File: src/rtl/cpu_pkg.sv
// Shared types for the multi-cycle sequencer.
// Phase encoding is visible on phase_o, so the numbering is fixed.
package cpu_pkg;

    localparam int PHASE_W = 3;
    localparam int WAIT_W  = 8;

    typedef enum logic [PHASE_W-1:0] {
        RESET  = 3'd0,
        FETCH  = 3'd1,
        DECODE = 3'd2,
        EXEC   = 3'd3,
        MEM    = 3'd4,
        WB     = 3'd5,
        HALT   = 3'd6,
        FAULT  = 3'd7
    } phase_t;

endpackage

File: src/rtl/phase_wait_cnt.sv
// 8-bit up/down counter with load and terminal-match flag.
// Ports: clk, rst_n; load/load_val preset; en steps (up=1 inc, up=0 dec);
//        term_val compare target; cnt current value; term = (cnt == term_val).
module phase_wait_cnt
    import cpu_pkg::*;
(
    input  logic              clk,
    input  logic              rst_n,
    input  logic              load,
    input  logic [WAIT_W-1:0] load_val,
    input  logic              en,
    input  logic              up,
    input  logic [WAIT_W-1:0] term_val,
    output logic [WAIT_W-1:0] cnt,
    output logic              term
);

    always_ff @(posedge clk or negedge rst_n) begin
        if (!rst_n) begin
            cnt <= '0;
        end else if (load) begin
            cnt <= load_val;
        end else if (en) begin
            cnt <= up ? cnt + WAIT_W'(1) : cnt - WAIT_W'(1);
        end
    end

    assign term = (cnt == term_val);

endmodule

File: src/rtl/cpu_phase_ctrl.sv
// Multi-cycle RV32 sequencer: FETCH/DECODE/EXEC/MEM/WB with clock enables.
// Ports: clk, rst_n; decoder mem_op_i/mem_wr_i/reg_wr_i; alu_complete,
//        mem_ack_i, halt_i; enables ir_en_o, alu_start_o, mem_req_o,
//        mem_we_o, reg_we_o, pc_en_o; phase_o, instret_o, fault_o.
module cpu_phase_ctrl
    import cpu_pkg::*;
#(
    parameter int FETCH_WAIT  = 2,
    parameter int ALU_TIMEOUT = 64,
    parameter int CNT_W       = 32
) (
    input  logic               clk,
    input  logic               rst_n,
    input  logic               mem_op_i,
    input  logic               mem_wr_i,
    input  logic               reg_wr_i,
    input  logic               alu_complete,
    input  logic               mem_ack_i,
    input  logic               halt_i,
    output logic               ir_en_o,
    output logic               alu_start_o,
    output logic               mem_req_o,
    output logic               mem_we_o,
    output logic               reg_we_o,
    output logic               pc_en_o,
    output logic [PHASE_W-1:0] phase_o,
    output logic [CNT_W-1:0]   instret_o,
    output logic               fault_o
);

    localparam logic [WAIT_W-1:0] FW_LAST = WAIT_W'(FETCH_WAIT - 1);
    localparam logic [WAIT_W-1:0] TMO     = WAIT_W'(ALU_TIMEOUT);

    phase_t            state;
    phase_t            next;
    logic [WAIT_W-1:0] cnt;
    logic              cnt_term;
    logic              cnt_load;
    logic              cnt_en;
    logic              cnt_up;
    logic [WAIT_W-1:0] cnt_load_val;
    logic [WAIT_W-1:0] cnt_term_val;
    logic              ir_last;

    // One counter serves both phases: FETCH counts down to 0,
    // EXEC counts up from 1 so cnt equals the current EXEC cycle.
    always_comb begin
        cnt_up       = (next == EXEC);
        cnt_load     = (next != state) && (next == FETCH || next == EXEC);
        cnt_load_val = (next == EXEC) ? WAIT_W'(1) : FW_LAST;
        cnt_en       = (next == state) && (state == FETCH || state == EXEC);
        cnt_term_val = (state == EXEC) ? TMO : '0;
    end

    phase_wait_cnt u_wait (
        .clk      (clk),
        .rst_n    (rst_n),
        .load     (cnt_load),
        .load_val (cnt_load_val),
        .en       (cnt_en),
        .up       (cnt_up),
        .term_val (cnt_term_val),
        .cnt      (cnt),
        .term     (cnt_term)
    );

    always_comb begin
        next = state;
        unique case (state)
            RESET:  next = FETCH;
            FETCH:  if (cnt_term) next = DECODE;
            DECODE: next = EXEC;
            EXEC: begin
                if (alu_complete) next = mem_op_i ? MEM : WB;
                else if (cnt_term) next = FAULT;
            end
            MEM:    if (mem_ack_i) next = WB;
            WB:     next = halt_i ? HALT : FETCH;
            HALT:   if (!halt_i) next = FETCH;
            FAULT:  next = FAULT;
        endcase
    end

    // Next cycle is the final FETCH cycle when the counter will sit at 0.
    always_comb begin
        ir_last = 1'b0;
        if (next == FETCH) begin
            ir_last = (state != FETCH) ? (FW_LAST == '0)
                                       : (cnt == WAIT_W'(1));
        end
    end

    always_ff @(posedge clk or negedge rst_n) begin
        if (!rst_n) begin
            state       <= RESET;
            ir_en_o     <= 1'b0;
            alu_start_o <= 1'b0;
            mem_req_o   <= 1'b0;
            mem_we_o    <= 1'b0;
            reg_we_o    <= 1'b0;
            pc_en_o     <= 1'b0;
            fault_o     <= 1'b0;
            instret_o   <= '0;
        end else begin
            state       <= next;
            ir_en_o     <= ir_last;
            alu_start_o <= (next == EXEC) && (state != EXEC);
            mem_req_o   <= (next == MEM);
            mem_we_o    <= (next == MEM) && mem_wr_i;
            reg_we_o    <= (next == WB) && reg_wr_i;
            pc_en_o     <= (next == WB);
            fault_o     <= (next == FAULT);
            if (next == WB) instret_o <= instret_o + CNT_W'(1);
        end
    end

    assign phase_o = state;

endmodule

File: config.mk
export PLATFORM = sky130hd
export DESIGN_NAME = cpu_phase_ctrl
export DESIGN_NICKNAME = d
export VERILOG_FILES = /design/src/rtl/cpu_pkg.sv /design/src/rtl/phase_wait_cnt.sv /design/src/rtl/cpu_phase_ctrl.sv
export SDC_FILE = /design/constraint.sdc
export NUM_CORES = 1
export LEC_CHECK = 0
export CORE_ASPECT_RATIO = 1.2
export CORE_MARGIN = 8
export CORE_UTILIZATION = 40
export CTS_BUF_LIST = sky130_fd_sc_hd__clkbuf_8
export DETAILED_ROUTE_END_ITERATION = 10
export PLACE_DENSITY = 0.7
export SYNTH_ARGS = -nofsm -noshare
export SYNTH_HDL_FRONTEND = slang
export SYNTH_SLANG_ARGS = --single-unit
File: constraint.sdc
create_clock -name clk -period 7.5 [get_ports clk]
set_clock_uncertainty 0.15 [all_clocks]
set_input_delay 1.5 -clock clk [delete_from_list [all_inputs] [get_ports clk]]
set_output_delay 1.5 -clock clk [all_outputs]
set_load 0.02 [all_outputs]
==> flow_summary.ini <==
[sta]
relSlewSlack_pct = 49.3
fin_ws_ps = 3680
hold_viol_final = 0
rsz0062_at_grt = no
max_freq_mhz = 262
fin_hold_ws_ps = 319
finalSetupTns_ps = 0
drv_slew = 0
worst_pin_slew_ps = 759
min_period_ps = 3820
setup_viol = 0
period_share_pct = 50.9

[floorplan]
row_count = 33
start_util_pct = 40.6
die_x_um = 91.4
die_y_um = 107
pin_count = 50
fp.dieArea_um2 = 9740
design.core.area_um2 = 6730

[worst_setup_path]
rr_startpoint = u_wait.cnt[0]$_DFFE_PN0P_
r2r-end = instret_o[27]$_DFFE_PN0P_
r2r_slack_ps = 4480
ff2ff_path_depth = 8
crit_start = halt_i
required_ps = 7590
cp-end-kind = flip-flop
crit_path_end = instret_o[27]$_DFFE_PN0P_
crit_type = in -> reg
crit_arrival_ps = 3910
crit_path_start_kind = input pin
critPathMaxFanout = 21

[finish]
final_cell_area_um2 = 3360
fin_nets = 311
syn_to_final_growth_pct = 23.0
fill_cells = 605
layout-drive-gt1-share_pct = 11.3
postLayoutCoreUtil_pct = 49.9
final_common_cell = dfrtp_1
final_cell_mix = 50 x dfrtp_1, 48 x clkdlybuf4s50_1, 21 x xor2_1
insertedDiodeCount = 0

[synthesis]
synth_cell_type_count = 48
synth_xor_area_share_pct = 10.3
syn_inst = 254
synth_edf_count = 0
avgSynthCellArea_um2 = 10.8
ys_async_sr_fraction_pct = 100
synth-simple-area-share_pct = 27.4
synth_nets = 266
synthFlopType = dfrtp_1
synth_mux_area_share_pct = 3.34
ys_seq_area_share_pct = 45.8
ys_ff_latch = 50
synth-adder-area-share_pct = 1.83
synth_compound_gate_area_share_pct = 6.92
synth_top_family_by_area = simple AND/OR/NAND/NOR gates
syn_area_um2 = 2730
yosys_warnings = 0

[placed_design]
port_buffers = 49
pre_cts_slack_ps = 3390
dpl_cell_area_um2 = 3240
place_congestion = 0.827
dp_hpwl_um = 4080

[routing]
drt_iter0_drc = 105
vias = 2061
route.detailed.drc = 0
first_pass_iters = 5
antenna_left = 0
vias_per_cell = 5.33
wl_per_cell_um = 14.9
wl_um = 5770

[global_routing]
antenna_found_initial = 0
grt_use_total_pct = 12.1
grt_pass1_vias = 2076
grt_max_degree = 51
gr-total-overflow = 0
grt_pass1_wl_um = 9960

[power]
power_density_nw_per_um2 = 271
ir_drop_uv = 208
total_leakage_power_nw = 1.55

[clock_network]
clk_latency_ps = 310
cts_root_buf = clkbuf_8
postCtsResizedCells = 0
post_cts_buffers = 0
cts_buffer_depth = 2
cts_buffers = 5
h-tree-depth = 2
cts_tree = yes
path_clk_slew_ps = 100
cts_hold_buf = 0
clock-sinks = 50

[outcome]
outcome = finished, final reports clean

[worst_hold_path]
hold_class = reg -> reg

[run]
cap_violations = 0
## critical path: stages
cell,delay [ps]
clkdlybuf4s50_1,490
nand2_1,110
o22ai_1,80
o221ai_2,370
nand4_2,690
nor4b_2,490
xor2_1,170
## worst min path at each step
stage	from	end	slack (ps)	cells after the start
2_1_floorplan	u_wait.cnt[1]$_DFFE_PN0P_	u_wait.cnt[1]$_DFFE_PN0P_	370	2
3_5_place_dp	instret_o[31]$_DFFE_PN0P_	instret_o[31]$_DFFE_PN0P_	310	1
5_1_grt	instret_o[31]$_DFFE_PN0P_	instret_o[31]$_DFFE_PN0P_	340	1
4_1_cts	instret_o[31]$_DFFE_PN0P_	instret_o[31]$_DFFE_PN0P_	330	1
3_3_place_gp	instret_o[31]$_DFFE_PN0P_	instret_o[31]$_DFFE_PN0P_	310	1
6_report	instret_o[31]$_DFFE_PN0P_	instret_o[31]$_DFFE_PN0P_	320	1
## logic make-up (layout without fill, tap and decap cells)
group,count (synthesis),after routing
AND/OR/NAND/NOR,110,110
flip-flops,50,50
XOR/XNOR,32,32
AO/OA/AOI/OAI,30,30
buffers and inverters,20,66
multiplexers,8,8
adder cells (fa/ha/maj),4,4
## Yosys cell counts (all sizes together) (4+ instances only)
cell type	instances	area, um2
and3	11	78.8
nor4	11	136
xor2	21	184
ha	4	50.1
nor3b	4	30.0
o21ai	10	50.0
or3	8	50.1
nand2	17	71.3
nor2	13	51.3
nor3	9	45.0
buf	10	82.6
xnor2	11	96.3
inv	8	30.0
dfrtp	50	1250
nand3	13	70.1
nand4	8	56.3
and4	4	35.0
a21oi	11	55.1
mux2i	5	50.1
and2	4	25.0
## metal layers
metal / up-vias / part of all wire (%) / global-route usage (%)
met1: 1007 / 45 / 15.1
met4: 0 / 1.2 / 4.10
li1: 995 / - / -
met2: 53 / 47 / 19.7
met5: - / 0 / 0
met3: 6 / 6.0 / 3.17
## through the flow
| step | power, W | std cells |
|---|---|---|
| final | 0.000912 | 387 |
| after CTS | 0.000916 | 387 |
| after global routing | 0.000975 | 387 |
| after global placement | 0.000710 | 379 |
| after floorplan | 0.000618 | 254 |
| after detailed placement | 0.000718 | 379 |
## sequential cells by signal, summed over array words and instances, names as in the netlist
| name | count |
|---|---|
| mem_we_o | 1 |
| mem_req_o | 1 |
| fault_o | 1 |
| pc_en_o | 1 |
| phase_o | 3 |
| ir_en_o | 1 |
| instret_o | 32 |
| alu_start_o | 1 |
| u_wait.cnt | 8 |
| reg_we_o | 1 |
## power breakdown
group | internal (W) | switching [W] | leakage, nW | total (W)
combinational | 0.000149 | 0.000202 | 0.821 | 0.000351
sequential | 0.000306 | 0.0000600 | 0.671 | 0.000366
clock | 0.000101 | 0.0000939 | 0.0587 | 0.000195
## layout make-up
| cell class | instances | area, um2 | area share, % |
|---|---|---|---|
| clock buffer | 5 | 68.8 | 2.05 |
| clock inverter | 3 | 47.5 | 1.42 |
| inverter | 8 | 30.0 | 0.894 |
| multi-input combinational | 184 | 1360 | 40.5 |
| sequential | 50 | 1250 | 37.2 |
| tap | 87 | 109 | 3.24 |
| timing repair buffer | 50 | 493 | 14.7 |
No activity file was read; power rests on OpenSTA's default activity.
